File: src/rtl/fetch_unit.sv
// Instruction-fetch stage: PC, synchronous imem request, 2-entry prefetch queue
// and the {PC, instruction} IF_ID register consumed by decode.
module fetch_unit #(
  parameter int                 DATA_W    = 32,
  parameter logic [31:0]        RESET_PC  = 32'h0,
  parameter int                 IMEM_AW   = 8,
  parameter logic [DATA_W-1:0]  NOP_INSTR = 32'h3800_0000
) (
  input  logic                clock,
  input  logic                reset_n,
  input  logic                stall,
  input  logic                branch_taken,
  input  logic [31:0]         branch_target,
  output logic                imem_en,
  output logic [IMEM_AW-1:0]  imem_addr,
  input  logic [DATA_W-1:0]   imem_rdata,
  output logic [31+DATA_W:0]  IF_ID,
  output logic                if_valid,
  output logic                halted
);

  localparam int         ENT_W  = 32 + DATA_W;
  localparam logic [5:0] OP_HLT = 6'b001101;

  typedef enum logic {ST_RUN, ST_HALT} state_t;

  function automatic logic is_hlt(input logic [5:0] opcode);
    return opcode == OP_HLT;
  endfunction

  state_t             state;
  logic [31:0]        pc_p0;
  logic [31:0]        req_pc_p1;
  logic               vld_p1;
  logic [ENT_W-1:0]   q_data [2];
  logic [1:0]         q_cnt;
  logic [ENT_W-1:0]   if_id_p2;
  logic               vld_p2;
  logic               halted_p2;

  logic               pop;
  logic               push;
  logic               hlt_pop;
  logic               flush;
  logic               issue;
  logic [2:0]         occ;
  logic [ENT_W-1:0]   rsp_ent;

  // Occupancy counts the word already in flight so the queue can never overflow.
  always_comb begin
    pop     = (q_cnt != 2'd0) && !stall;
    hlt_pop = pop && (state == ST_RUN) && is_hlt(q_data[0][DATA_W-1 -: 6]);
    flush   = branch_taken || hlt_pop;
    push    = vld_p1 && !flush;
    occ     = {1'b0, q_cnt} + {2'b00, vld_p1} - {2'b00, pop};
    issue   = (state == ST_RUN) && !flush && (occ < 3'd2);
    rsp_ent = {req_pc_p1, imem_rdata};
  end

  assign imem_en   = issue;
  assign imem_addr = pc_p0[IMEM_AW-1:0];
  assign IF_ID     = if_id_p2;
  assign if_valid  = vld_p2;
  assign halted    = halted_p2;

  // p0 -> p1: request PC follows the read into the memory.
  always_ff @(posedge clock) begin
    if (issue) begin
      req_pc_p1 <= pc_p0;
    end
  end

  // p1 -> queue: returned word joins the FIFO; head always sits in slot 0.
  always_ff @(posedge clock) begin
    if (pop) begin
      q_data[0] <= (q_cnt == 2'd2) ? q_data[1] : rsp_ent;
      if (push) begin
        q_data[1] <= rsp_ent;
      end
    end else if (push) begin
      if (q_cnt == 2'd0) begin
        q_data[0] <= rsp_ent;
      end else begin
        q_data[1] <= rsp_ent;
      end
    end
  end

  // queue -> p2: redirect beats stall, pop and HLT detection on the same edge.
  always_ff @(posedge clock or negedge reset_n) begin
    if (!reset_n) begin
      state     <= ST_RUN;
      pc_p0     <= RESET_PC;
      vld_p1    <= 1'b0;
      q_cnt     <= 2'd0;
      if_id_p2  <= {32'h0, NOP_INSTR};
      vld_p2    <= 1'b0;
      halted_p2 <= 1'b0;
    end else begin
      vld_p1 <= issue;
      if (flush) begin
        q_cnt <= 2'd0;
      end else begin
        q_cnt <= q_cnt + {1'b0, push} - {1'b0, pop};
      end

      if (branch_taken) begin
        state     <= ST_RUN;
        halted_p2 <= 1'b0;
        pc_p0     <= branch_target;
        if_id_p2  <= {branch_target, NOP_INSTR};
        vld_p2    <= 1'b0;
      end else begin
        if (issue) begin
          pc_p0 <= pc_p0 + 32'd1;
        end
        if (!stall) begin
          if (q_cnt != 2'd0) begin
            if_id_p2 <= q_data[0];
            vld_p2   <= 1'b1;
          end else begin
            if_id_p2 <= {pc_p0, NOP_INSTR};
            vld_p2   <= 1'b0;
          end
        end
        if (hlt_pop) begin
          state     <= ST_HALT;
          halted_p2 <= 1'b1;
        end
      end
    end
  end

endmodule

File: config.mk
export PLATFORM = sky130hd
export DESIGN_NAME = fetch_unit
export DESIGN_NICKNAME = d
export VERILOG_FILES = /design/src/rtl/fetch_unit.sv
export SDC_FILE = /design/constraint.sdc
export NUM_CORES = 1
export LEC_CHECK = 0
export BUFFER_PORTS_ARGS = -buffer_cell sky130_fd_sc_hd__buf_2
export CORE_MARGIN = 2
export CORE_UTILIZATION = 45
export CTS_CLUSTER_SIZE = 10
export DETAILED_ROUTE_END_ITERATION = 16
export PLACE_DENSITY = 0.63
export SLEW_MARGIN = 5
export SYNTH_ARGS = -nofsm -noshare
export SYNTH_HDL_FRONTEND = slang
export SYNTH_SLANG_ARGS = --single-unit
File: constraint.sdc
create_clock -name clock -period 6.8 [get_ports clock]
set_input_delay 1.36 -clock clock [delete_from_list [all_inputs] [get_ports clock]]
set_output_delay 1.36 -clock clock [all_outputs]
set_load 0.005 [all_outputs]
## Yosys cells after proc, flatten, opt, wreduce, memory -nomap -nowiden

Memories as Yosys holds them, arrays and structs flattened.
Index checks and enable logic that the tools add are counted.

| storage, ports and cells | value |
|---|---|
| output and inout bits | 75 |
| bits in latches | 0 |
| memory bits (writable) | 128 |
| memories kept | 1 |
| register bits after elaboration | 133 |
| ROM bits | 0 |

Memories:

| memory | words | bits a word | rd ports | clocked after memory_dff | write ports | line | RTL |
|---|---|---|---|---|---|---|---|
| q_data | 2 | 64 | 2 | 0 | 2 | 35 | `logic [ENT_W-1:0] q_data [2];` |

| operators by class | value |
|---|---|
| eq/ne operators | 3 |
| bitwise operators | 3 |
| $mul | 0 |
| divide/modulo/power cells | 0 |
| $add $sub $neg | 5 |
| shift operators | 0 |
| magnitude comparators | 1 |
| reductions and logical operators | 13 |
| muxes and demuxes | 27 |

Operators with widths:

| kind | number |
|---|---|
| $mux 64 | 6 |
| $mux 32 | 2 |
| $add 32x1->32 const B | 1 |
| $mux 1 | 18 |
| $eq 6x4->1 const B | 1 |
| $logic_and 1x1->1 | 6 |
| $reduce_bool 2->1 | 3 |
| $add 2x1->3 | 1 |
| $lt 3x2->1 const B | 1 |
| $sub 3x1->3 | 1 |
| $add 2x1->2 | 1 |
| $eq 2x2->1 const B | 1 |
| $logic_not 1->1 | 2 |
| $logic_not 2->1 | 1 |
| $mux 2 | 1 |
| $ne 2x1->1 const B | 1 |
| $or 1x1->1 | 2 |
| $sub 2x1->2 | 1 |
| $logic_or 1x1->1 | 1 |
| $not 1->1 | 1 |

## Depth between registers and ports, before layout

| logic depth | value |
|---|---|
| depth after elaboration | 11 |
| mapped depth | 12 |
| depth with buffers taken out | 9 |

## Worst setup path before layout

Ideal clock, no wire load.

| timing | value |
|---|---|
| path type | input to output |
| from | input stall |
| to | output imem_en |
| cell stages on the path | 10 |
| arrival time | 4681 ps |
| data required time | 5440 ps |
| path buffers | 3 |
| path slack | 759 ps |
| cells stage by stage | clkbuf_1 -> clkbuf_1 -> and2_0 -> o21ai_0 -> fa_1 -> xor2_1 -> nor3b_2 -> buf_2 -> nand2_2 -> nor2_1 |

| between the ends | value |
|---|---|
| cells in the longest elaborated chain, start to end | 8 |
| elaborated cells between the ends (all ways) | 10 |
| classes of those cells | 1 x add/sub; 1 x order compare; 8 x reduce/logical |

Ends and longest elaborated chain:

| element | line | RTL |
|---|---|---|
| start: declaration | 11 | `input logic stall,` |
| $logic_not 1->1 * | - |  |
| $logic_and 1x1->1 * | 51 | `pop = (q_cnt != 2'd0) && !stall;` |
| branches (longest 5 deep; another with $sub 3x1->3) | - |  |
| $logic_and 1x1->1 * | 56 | `issue = (state == ST_RUN) && !flush && (occ < 3'd2);` |
| end: declaration | 14 | `output logic imem_en,` |

Mark *: on every way between the ends.

## Final worst setup path

Ends and elaborated chain as after synthesis.

==> flow_summary.toml <==
[routing]
drtAntennaViolNets = 0
viasPerCell = 5.39
wl_mm = 24.3
drtIter0Drc = 553
wl_per_cell_um = 19.1
firstDrtPassIters = 5
drc_errors = 0
dr_total_vias = 6845

[finish]
multi_input_area_um2 = 3120
nets = 999
num-fill-cells = 2053
final_common_cell = "edfxtp_1"
register_area_um2 = 7340
diodes = 0
final_cell_mix = "160 x edfxtp_1, 141 x buf_2, 98 x dfrtp_1, 83 x o21ai_0, 77 x nand2_1"
postLayoutCellArea_um2 = 12600
drive_above_1_share_pct = 28.8
area_delta_synth_final_pct = 17.7

[logic_synthesis]
synth_fp_nets = 867
synth_edf_count = 160
synth_cell_types = 50
syn_area_um2 = 10700
ys_async_sr_fraction_pct = 38.7
synth_seq_cells = 261
yosys.area.top_type_share_pct = 44.8
synth_area_leaders = "edfxtp_1 45%, dfrtp_1 23%, mux2_2 7.0%"
synth_top_area_cell = "edfxtp_1"
yosys_warnings = 0
syn_inst = 795
synth-seq-area-share_pct = 68.5
ys.flop_type = "edfxtp_1"
avgSynthCellArea_um2 = 13.5

[sta]
finalHoldViolCount = 0
tightest_slew_ps = 1030
slew_headroom_pct = 31.3
period_share_pct = 65.8
fin_crit_ps = 4480
final_max_slew_viol_count = 0
max_freq_mhz = 223
fin_skew_ps = 15.2
rsz0062_at_grt = "false"
tns_ps = 0
whs_ps = 444
finalSetupViolCount = 0

[critical_path]
crit_chain = "buf_2 -> buf_4 -> or4_1 -> buf_4 -> nand2_2 -> nor2_4 -> buf_2"
r2r_end = "pc_p0[27]"
reg2reg_depth = 10
arrival_ps = 3120
critPathMaxFanout = 69
critPathBufInv = 4
path_class = "primary input to output pin"
critPathSlowestCell = "or4_1"
reg2reg_from = "q_cnt[0]"
cp_top_family = "buffers and inverters"
r2r_slack_ps = 3550
end_kind = "output pin"
crit_start = "stall"
start_kind = "primary input"
cp_slowest_stage_delay_ps = 600
required_ps = 5440

[pwr]
p_clk_share_pct = 27.5
p_per_area_nw_per_um2 = 422
p_sw_mw = 1.65
peakVddDrop_v = 0.000341
intPower_mw = 3.67
seqPwrFrac_pct = 46.8
p_sw_share_pct = 31.0
p_comb_share_pct = 25.6
power_leakage_nw = 4.95

[clock_tree]
cts-root-buf = "clkbuf_16"
cts_sinks = 261
cts_resized = 0
ctsHoldBuffers = 0
cts.path.max_buffers = 3
clk_pin_slew_worst_paths_ps = 50
cts_inserted_buffers = 31
worst_skew_pair.late_latency_ps = 540
cts_max_level = 1
cts_setup_buffers = 0
tritoncts = "yes"

[run_status]
status = "complete, no violations"

[grt]
grt_usage_pct = 19.4
grt_pass1_wl_mm = 37.7
antenna_found_initial = 0
overflow = 0
grt_max_degree = 94
grt_pass1_vias = 6820

[die]
die_area_um2 = 25100
start_util_pct = 45.8
rows = 56
io_pins = 143
die_x_um = 158
die_height_um = 158
core_region_area_um2 = 23400

[place]
portBuffers = 142
dp_hpwl_mm = 15.0
dpl_cell_area_um2 = 11700
routabilityCongestion = 0.790

[worst_hold_path]
worstHoldStart = "req_pc_p1[14]"
holdPathEnd = "q_data[0][110]"
min_path_cells = 0
hold_path.class = "register to register"

[run]
max-cap-violations = 0
[registers in the layout, summed over array words and instances (netlist names)]
| signal | cells |
|---|---|
| q_data | 128 |
| IF_ID | 64 |
| pc_p0 | 32 |
| req_pc_p1 | 32 |
| q_cnt | 2 |
| halted | 1 |
| if_valid | 1 |
| vld_p1 | 1 |
[how the worst max path moves through the flow]
stage                     slack, ps  cells past startpoint  endpoint
final                          2320                      7   imem_en
after global routing           2190                      7   imem_en
after floorplan                 760                     10   imem_en
after CTS                      2330                      7   imem_en
after detailed placement       2330                      7   imem_en
after global placement         2360                      7   imem_en
[synthesized netlist by cell type (all sizes together), types with 4 or more instances]
| cell | count |
|---|---|
| edfxtp | 160 |
| dfrtp | 98 |
| o21ai | 88 |
| nand2 | 78 |
| mux2 | 67 |
| a21oi | 65 |
| clkbuf | 38 |
| a22o | 29 |
| nand4 | 21 |
| buf | 20 |
| nor2 | 17 |
| xor2 | 16 |
| nand3 | 11 |
| and3 | 9 |
| inv | 8 |
| xnor2 | 8 |
| nand4b | 7 |
| a31oi | 6 |
| nor3 | 6 |
| nor4 | 5 |
| o31a | 4 |
[power by group through the flow]
stage	Clock [mW]	Sequential [mW]	Combinational [mW]
after floorplan	0	2.47	0.926
after global placement	0	2.51	1.35
after detailed placement	0	2.52	1.38
after CTS	1.51	2.49	1.38
after global routing	1.57	2.54	1.51
final	1.46	2.49	1.37
[cells by family (layout without fill, tap and decap cells)]
kind of cell,Yosys count,in the layout,synth area share [%]
DFF,261,261,68.5
and+or+nand+nor,172,172,8.24
AOI/OAI and AO/OA,200,200,10.8
muxes,68,68,7.13
adders and majority gates,4,4,0.537
xor gates and xnor gates,24,24,1.96
buffers and inverters,66,222,2.85
[cell type report]
class	count	area share, %
multi-input cells	468	24.7
repair buffers	157	6.55
clock buffers	53	6.96
flip-flops and latches	261	58.2
clock inverters	4	0.198
well taps	319	3.16
inverters	8	0.238
[layer usage]
metal	part of all wire, %	global-route usage [%]	up-vias
li1	-	-	3229
met1	44	26.8	3363
met2	47	31.1	215
met3	7.1	4.79	38
met4	2.3	5.02	0
met5	0	0	-
[stage by stage]
step / worst slack (ps) / util [%] / cells / total power, mW
after floorplan: 759 / - / 795 / 3.39
after global placement: 2360 / 50.0 / 1213 / 3.86
after detailed placement: 2330 / 50.0 / 1213 / 3.90
after CTS: 2330 / 53.9 / 1270 / 5.39
after global routing: 2190 / 53.9 / 1270 / 5.61
final: 2320 / 53.9 / 1270 / 5.32
No activity file was read; power rests on OpenSTA's default activity.
